`src/rtl/muldiv_sequencer.sv`:
```
// Iterative multiply/divide sequencer that owns the HI/LO register pair.
// Ports: clk, rst (sync, active-high); start/op/src_a/src_b launch
//   MULT/MULTU/DIV/DIVU; mf_req/mf_sel read HI or LO onto mf_data;
//   busy/stall/done report progress; hi/lo expose the registers.
module muldiv_sequencer #(
   parameter int WIDTH = 32
) (
   input  logic             clk,
   input  logic             rst,
   input  logic             start,
   input  logic [1:0]       op,
   input  logic [WIDTH-1:0] src_a,
   input  logic [WIDTH-1:0] src_b,
   input  logic             mf_req,
   input  logic             mf_sel,
   output logic [WIDTH-1:0] mf_data,
   output logic             busy,
   output logic             stall,
   output logic             done,
   output logic [WIDTH-1:0] hi,
   output logic [WIDTH-1:0] lo
);

   localparam int CW = $clog2(WIDTH);

   typedef enum logic [1:0] {
      IDLE,
      PREP,
      RUN,
      FIX
   } state_t;

   state_t state, state_nx;

   logic [1:0]       op_r;
   logic [WIDTH-1:0] opa;
   logic [WIDTH-1:0] opb;
   logic [WIDTH-1:0] a_raw;
   logic [WIDTH-1:0] acc;
   logic [WIDTH-1:0] low;
   logic             sa;
   logic             sb;
   logic [CW-1:0]    cnt;

   logic             is_div;
   logic             is_uns;
   logic             sign_a;
   logic             sign_b;
   logic [WIDTH-1:0] mag_a;
   logic [WIDTH-1:0] mag_b;
   logic [WIDTH:0]   add_sum;
   logic [WIDTH:0]   shl;
   logic [WIDTH:0]   sub;
   logic [2*WIDTH-1:0] prod;
   logic [2*WIDTH-1:0] prod_neg;

   assign is_div = op_r[1];
   assign is_uns = op_r[0];

   // Negating the most negative value wraps to itself, which reads
   // correctly as the unsigned magnitude 2^(WIDTH-1).
   assign sign_a = ~is_uns & opa[WIDTH-1];
   assign sign_b = ~is_uns & opb[WIDTH-1];
   assign mag_a  = sign_a ? -opa : opa;
   assign mag_b  = sign_b ? -opb : opb;

   // Multiply step: carry out of the add shifts into the upper half.
   assign add_sum = {1'b0, acc} + {1'b0, opa};

   // Divide step: bit WIDTH of the difference is the borrow.
   assign shl = {acc, low[WIDTH-1]};
   assign sub = shl - {1'b0, opb};

   assign prod     = {acc, low};
   assign prod_neg = -prod;

   assign busy    = (state != IDLE);
   assign stall   = (start | mf_req) & busy;
   assign done    = (state == FIX);
   assign mf_data = mf_sel ? hi : lo;

   always_ff @(posedge clk) begin
      if (rst) begin
         state <= IDLE;
      end else begin
         state <= state_nx;
      end
   end

   always_comb begin
      state_nx = state;
      unique case (state)
         IDLE: if (start) state_nx = PREP;
         PREP: state_nx = RUN;
         RUN:  if (cnt == '0) state_nx = FIX;
         FIX:  state_nx = IDLE;
         default: state_nx = IDLE;
      endcase
   end

   always_ff @(posedge clk) begin
      if (rst) begin
         op_r  <= '0;
         opa   <= '0;
         opb   <= '0;
         a_raw <= '0;
         acc   <= '0;
         low   <= '0;
         sa    <= 1'b0;
         sb    <= 1'b0;
         cnt   <= '0;
         hi    <= '0;
         lo    <= '0;
      end else begin
         unique case (state)
            IDLE: begin
               if (start) begin
                  op_r  <= op;
                  opa   <= src_a;
                  opb   <= src_b;
                  a_raw <= src_a;
               end
            end
            PREP: begin
               sa  <= sign_a;
               sb  <= sign_b;
               opa <= mag_a;
               opb <= mag_b;
               acc <= '0;
               low <= is_div ? mag_a : mag_b;
               cnt <= CW'(WIDTH - 1);
            end
            RUN: begin
               if (cnt != '0) cnt <= cnt - CW'(1);
               if (is_div) begin
                  if (!sub[WIDTH]) begin
                     acc <= sub[WIDTH-1:0];
                     low <= {low[WIDTH-2:0], 1'b1};
                  end else begin
                     acc <= shl[WIDTH-1:0];
                     low <= {low[WIDTH-2:0], 1'b0};
                  end
               end else begin
                  if (low[0]) begin
                     acc <= add_sum[WIDTH:1];
                     low <= {add_sum[0], low[WIDTH-1:1]};
                  end else begin
                     acc <= {1'b0, acc[WIDTH-1:1]};
                     low <= {acc[0], low[WIDTH-1:1]};
                  end
               end
            end
            FIX: begin
               if (!is_div) begin
                  if (sa ^ sb) {hi, lo} <= prod_neg;
                  else         {hi, lo} <= prod;
               end else if (opb == '0) begin
                  // Divide by zero: divisor magnitude is zero only
                  // when the latched divisor was zero.
                  hi <= a_raw;
                  lo <= '1;
               end else begin
                  lo <= (sa ^ sb) ? -low : low;
                  hi <= sa ? -acc : acc;
               end
            end
            default: ;
         endcase
      end
   end

endmodule

```
`config.mk`:
```
export PLATFORM = sky130hd
export DESIGN_NAME = muldiv_sequencer
export DESIGN_NICKNAME = d
export VERILOG_FILES = /design/src/rtl/muldiv_sequencer.sv
export SDC_FILE = /design/constraint.sdc
export NUM_CORES = 1
export LEC_CHECK = 0
export CAP_MARGIN = 30
export CORE_ASPECT_RATIO = 1.5
export CORE_MARGIN = 5
export CORE_UTILIZATION = 45
export CTS_CLUSTER_DIAMETER = 50
export DETAILED_ROUTE_END_ITERATION = 16
export PLACE_DENSITY = 0.75
export SETUP_SLACK_MARGIN = 0.5
export SYNTH_ARGS = -nofsm -noshare
export SYNTH_HDL_FRONTEND = slang
export SYNTH_SLANG_ARGS = --single-unit
```
`constraint.sdc`:
```
create_clock -name clk -period 4.35 [get_ports clk]
set_clock_uncertainty 0.1 [all_clocks]
set_input_delay 0.87 -clock clk [delete_from_list [all_inputs] [get_ports clk]]
set_output_delay 0.87 -clock clk [all_outputs]
set_load 0.02 [all_outputs]
```
* Word-level counts from Yosys, hierarchy flattened
Cells that the tools add are included.
Storage, ports and cells: register bits 235, latch bits 0, RAM bits 0, bits in read-only memories 0, word-level logic and storage cells 72, memories 0
Operators by class: $add $sub $neg 8, $mul 0, div/mod/pow operators 0, $lt $le $gt $ge 0, equal/unequal tests 6, shift operators 0, multiplexer cells 29, bitwise gates (word level) 6, reductions and logical operators 11
Operator list (count):
- 32-bit two-way mux | 19
- 32-bit case mux with 2 select lines | 4
- 32-bit negator | 4
- 64-bit negator | 1
- 32-bit by 32-bit adder with 33-bit output | 1
- 33-bit by 32-bit subtractor with 33-bit output | 1
- 32-bit logical NOT | 1
- 5-bit case mux with 2 select lines | 1
- 2-bit case mux with 4 select lines | 1
- 2-bit AND reduction | 4
- 2-bit inequality test (second input constant) | 3
- 2-bit nonzero test | 3
- 5-bit logical NOT | 1
- 5-bit two-way mux | 1
- 5-bit nonzero test | 1
- 5-bit by 1-bit subtractor with 5-bit output (second input constant) | 1
- 2-bit equality test (second input constant) | 2
- 2-bit two-way mux | 2
- 1-bit AND | 3
- 2-bit by 1-bit equality test with 1-bit output (second input constant) | 1
- 2-bit logical NOT | 1
- 1-bit two-way mux | 1
- 1-bit inverter | 1
- 1-bit bitwise OR | 1
- 1-bit bitwise XOR | 1

* Logic depth before layout (Yosys ltp)
depth after elaboration 5, mapped depth 15, gate-level depth less buffers 13

* Least setup slack after synthesis
Ideal clock, no wire load.
path type register to register, start point reg acc[0], end point reg hi[28], setup time 132 ps, arrival time 3105 ps, setup slack 1014 ps, stages on the path, launching flop included 14, buffers on the path 2, path through dfxtp_1 -> clkbuf_1 -> inv_1 -> ha_1 -> or3b_2 -> nand4b_1 -> or4_1 -> clkbuf_1 -> or4_1 -> o31ai_1 -> xor2_1 -> a21oi_1 -> o22ai_1 -> nor3_1
Between the ends: longest elaborated chain between the ends 4, elaborated cells between the ends (all ways) 6, classes of those cells add/sub: 2; mux: 4
RTL lines:
- start, declared | RTL line 39 | logic [WIDTH-1:0] acc;
- start signal, assigned | RTL line 137 | acc <= sub[WIDTH-1:0];
- start signal, assigned | RTL line 140 | acc <= shl[WIDTH-1:0];
- start signal, assigned | RTL line 145 | acc <= add_sum[WIDTH:1];
- 32-bit negator | RTL line 164 | hi <= sa ? -acc : acc;
- 32-bit two-way mux | RTL line 164
- 32-bit two-way mux | RTL line 157 | end else if (opb == '0) begin
- 32-bit two-way mux (*) | RTL line 154 | if (!is_div) begin
- end signal, assigned | RTL line 155 | if (sa ^ sb) {hi, lo} <= prod_neg;
- end signal, assigned | RTL line 156 | else {hi, lo} <= prod;
- end signal, assigned | RTL line 164
- end, declared | RTL line 20 | output logic [WIDTH-1:0] hi,
Mark *: on every way between the ends. The rest lies on a longest branch, timed or not. A chain may end at the register's enable or synchronous reset.

* Worst setup path after layout
Same ends and word-level chain as after synthesis.

==> impl_metrics.py <==
metrics = {
    "timing": {
        "fmax_mhz": 264,
        "finalSetupViolations": 0,
        "maxSlewViolCount": 0,
        "fin_crit_sh_pct": 87.0,
        "fin_ws_ns": 0.564,
        "worst_pin_slew_ns": 0.991,
        "rsz0062_at_grt": "yes",
        "hold_violations": 0,
        "slew_headroom_pct": 33.7,
        "period_needed_ns": 3.79,
        "setup_tns_ns": 0,
        "hold_slack_ns": 0.353,
    },
    "synthesis": {
        "ys_seq_area_share_pct": 26.0,
        "synthCells": 2466,
        "synth.distinct_cells": 73,
        "ys_ff_latch": 235,
        "synthesis.area_um2": 18100,
        "async_flop_share_pct": 0,
        "synth_enable_flop_cells": 0,
        "synth_warnings": 0,
        "synth_nets": 2613,
        "syn_avg_cell_area_um2": 7.32,
        "ys.flop_type": "dfxtp_1",
    },
    "final_layout": {
        "drive_above_1_share_pct": 8.08,
        "fillers": 3780,
        "final_util_pct": 53.0,
        "final_nets": 2692,
        "final_cell_mix": "nand2_1, nor2_1, a21oi_1, dfxtp_1, clkdlybuf4s50_1",
        "final_common_cell": "nand2_1",
        "area_growth_pct": 17.4,
        "final_area_um2": 21200,
        "n_antenna_cell": 0,
    },
    "grt": {
        "overflow": 0,
        "grt_use_total_pct": 29.7,
        "grt_max_degree": 92,
        "grt_pass1_wl_um": 105000,
        "antenna_found_initial": 1,
        "grt_pass1_vias": 18161,
    },
    "clock_tree": {
        "numCtsBuffers": 27,
        "cts_sinks": 235,
        "clockBufferDepth": 3,
        "root_buffer": "clkbuf_16",
        "tritoncts": "done",
        "insertion_delay_ns": 0.56,
        "cts.clk_slew.worst_paths_ns": 0.07,
        "hold_buffers": 0,
        "cts_max_level": 1,
    },
    "setup_path": {
        "criticalPathCategory": "flip-flop to flip-flop",
        "critPathLaunchType": "flip-flop",
        "critPathRequiredTime_ns": 4.67,
        "cp-end-kind": "flip-flop",
        "worstPathMaxFanout": 10,
        "cp.arrival_ns": 4.10,
    },
    "die": {
        "die_area_um2": 44300,
        "fp.dieW_um": 174,
        "core_um2": 40000,
        "rows": 90,
        "die_h_um": 255,
        "io_pins": 170,
        "start_util_pct": 45.2,
    },
    "place": {
        "place_area_um2": 20300,
        "place_congestion": 0.994,
        "post-dp-hpwl_um": 53500,
        "place_ws_ns": 0.572,
        "port_buffers": 169,
    },
    "run_status": {
        "outcome": "finished clean",
    },
    "detailed_routing": {
        "viasPerCell": 6.17,
        "dr.pass1.iters": 6,
        "drt_iter0_markers": 2021,
        "wl_per_cell_um": 22.8,
        "wl_um": 70000,
        "drtAntennaViolNets": 0,
        "vias": 18922,
        "drcViolationCount": 0,
    },
    "power": {
        "peakVddDrop_mv": 0.491,
        "leakage_nw": 8.29,
        "pwr_density_cell_nw_per_um2": 625,
    },
    "flow_run": {
        "max_cap_violations": 0,
    },
    "hold_path": {
        "hp-class": "flip-flop to flip-flop",
    },
}
[path summary, 6_finish.rpt]
check | endpoint | depth (start not counted) | start | slack, ns
setup / recovery | hi[28]$_SDFFE_PP0P_ | 11 | acc[0]$_SDFFE_PP0P_ | 0.56
hold reg to reg | a_raw[3]$_SDFFE_PP0P_ | 2 | a_raw[3]$_SDFFE_PP0P_ | 0.35
setup reg to reg | hi[28]$_SDFFE_PP0P_ | 11 | acc[0]$_SDFFE_PP0P_ | 0.56
hold / removal | a_raw[3]$_SDFFE_PP0P_ | 2 | a_raw[3]$_SDFFE_PP0P_ | 0.35
[cells in the mapped netlist, drive strengths merged, types with 18 or more instances]
cell      n  area (um2)
a211oi   60         450
inv      65         244
or3      21         146
and2     24         151
ha       74         926
o211ai   61         458
clkbuf  169         634
nand3    29         145
mux2i    30         300
nor3     63         315
xnor2   114         998
o31ai    24         194
a21oi   275        1380
nand2   299        1120
buf      19        73.8
nor2    288        1080
xor2     87         762
nand2b   25         156
o21ai   157         786
a31oi    18         113
a22oi    29         218
dfxtp   235        4700
a21o     30         225
mux2     40         450
[flip-flops by register name, indices dropped and copies added, names as in the netlist, 2 cells and up]
name   flops
state      2
cnt        5
op_r       2
a_raw     32
lo        32
low       32
acc       32
opb       32
hi        32
opa       32
[area by class of cell]
type	count	area, um2	area share (%)
Multi-Input combinational cell	1975	12500	58.9
Tap cell	506	633	2.99
Clock inverter	14	151	0.714
Inverter	68	255	1.20
Clock buffer	33	728	3.43
Timing Repair Buffer	238	2250	10.6
Sequential cell	235	4710	22.2
[repair_timing]
| action | in CTS | in global routing |
|---|---|---|
| gates resized for setup | 0 | 5 |
| endpoints found under the setup margin | 0 | 7 |
| buffers inserted | 0 | 0 |
[cell families after synthesis]
family	synth area share, %
AO/OA/AOI/OAI	27.3
adder cells (fa/ha/maj)	5.35
flip-flops	26.0
multiplexers	5.78
XOR/XNOR	9.75
AND/OR/NAND/NOR	20.4
buffers and inverters	5.33
[layer usage]
layer  track usage (%)  vias to the layer above  wire, um
met1              33.7                     8870     25600
met5                 0                        -         0
met4              17.7                        0      4770
li1                  -                     8959         -
met2              53.3                      879     34600
met3              3.39                      214      4930
[report_power, final]
group	switching (mW)	internal [mW]	leakage (nW)
registers	0.656	2.62	1.92
clock network	1.02	1.32	0.429
logic	4.82	2.82	5.95
total	6.50	6.76	8.29
[metrics by stage]
stage,instances,power [mW]
after floorplan,2466,8.27
after global placement,3020,10.7
after detailed placement,3022,10.8
after CTS,3069,13.1
after global routing,3069,14.0
final,3069,13.3
[worst max-delay path, cell delays in order, from the launching register on]
cell and delay (ns):
dfxtp_1 0.43, inv_1 0.17, ha_1 0.25, or3b_2 0.51
nand4b_1 0.30, or4_1 0.61, or4_1 0.50, o31ai_1 0.28
xor2_1 0.17, a21oi_1 0.08, o22ai_1 0.17, nor3_1 0.06
(Power assumes the default switching activity.)
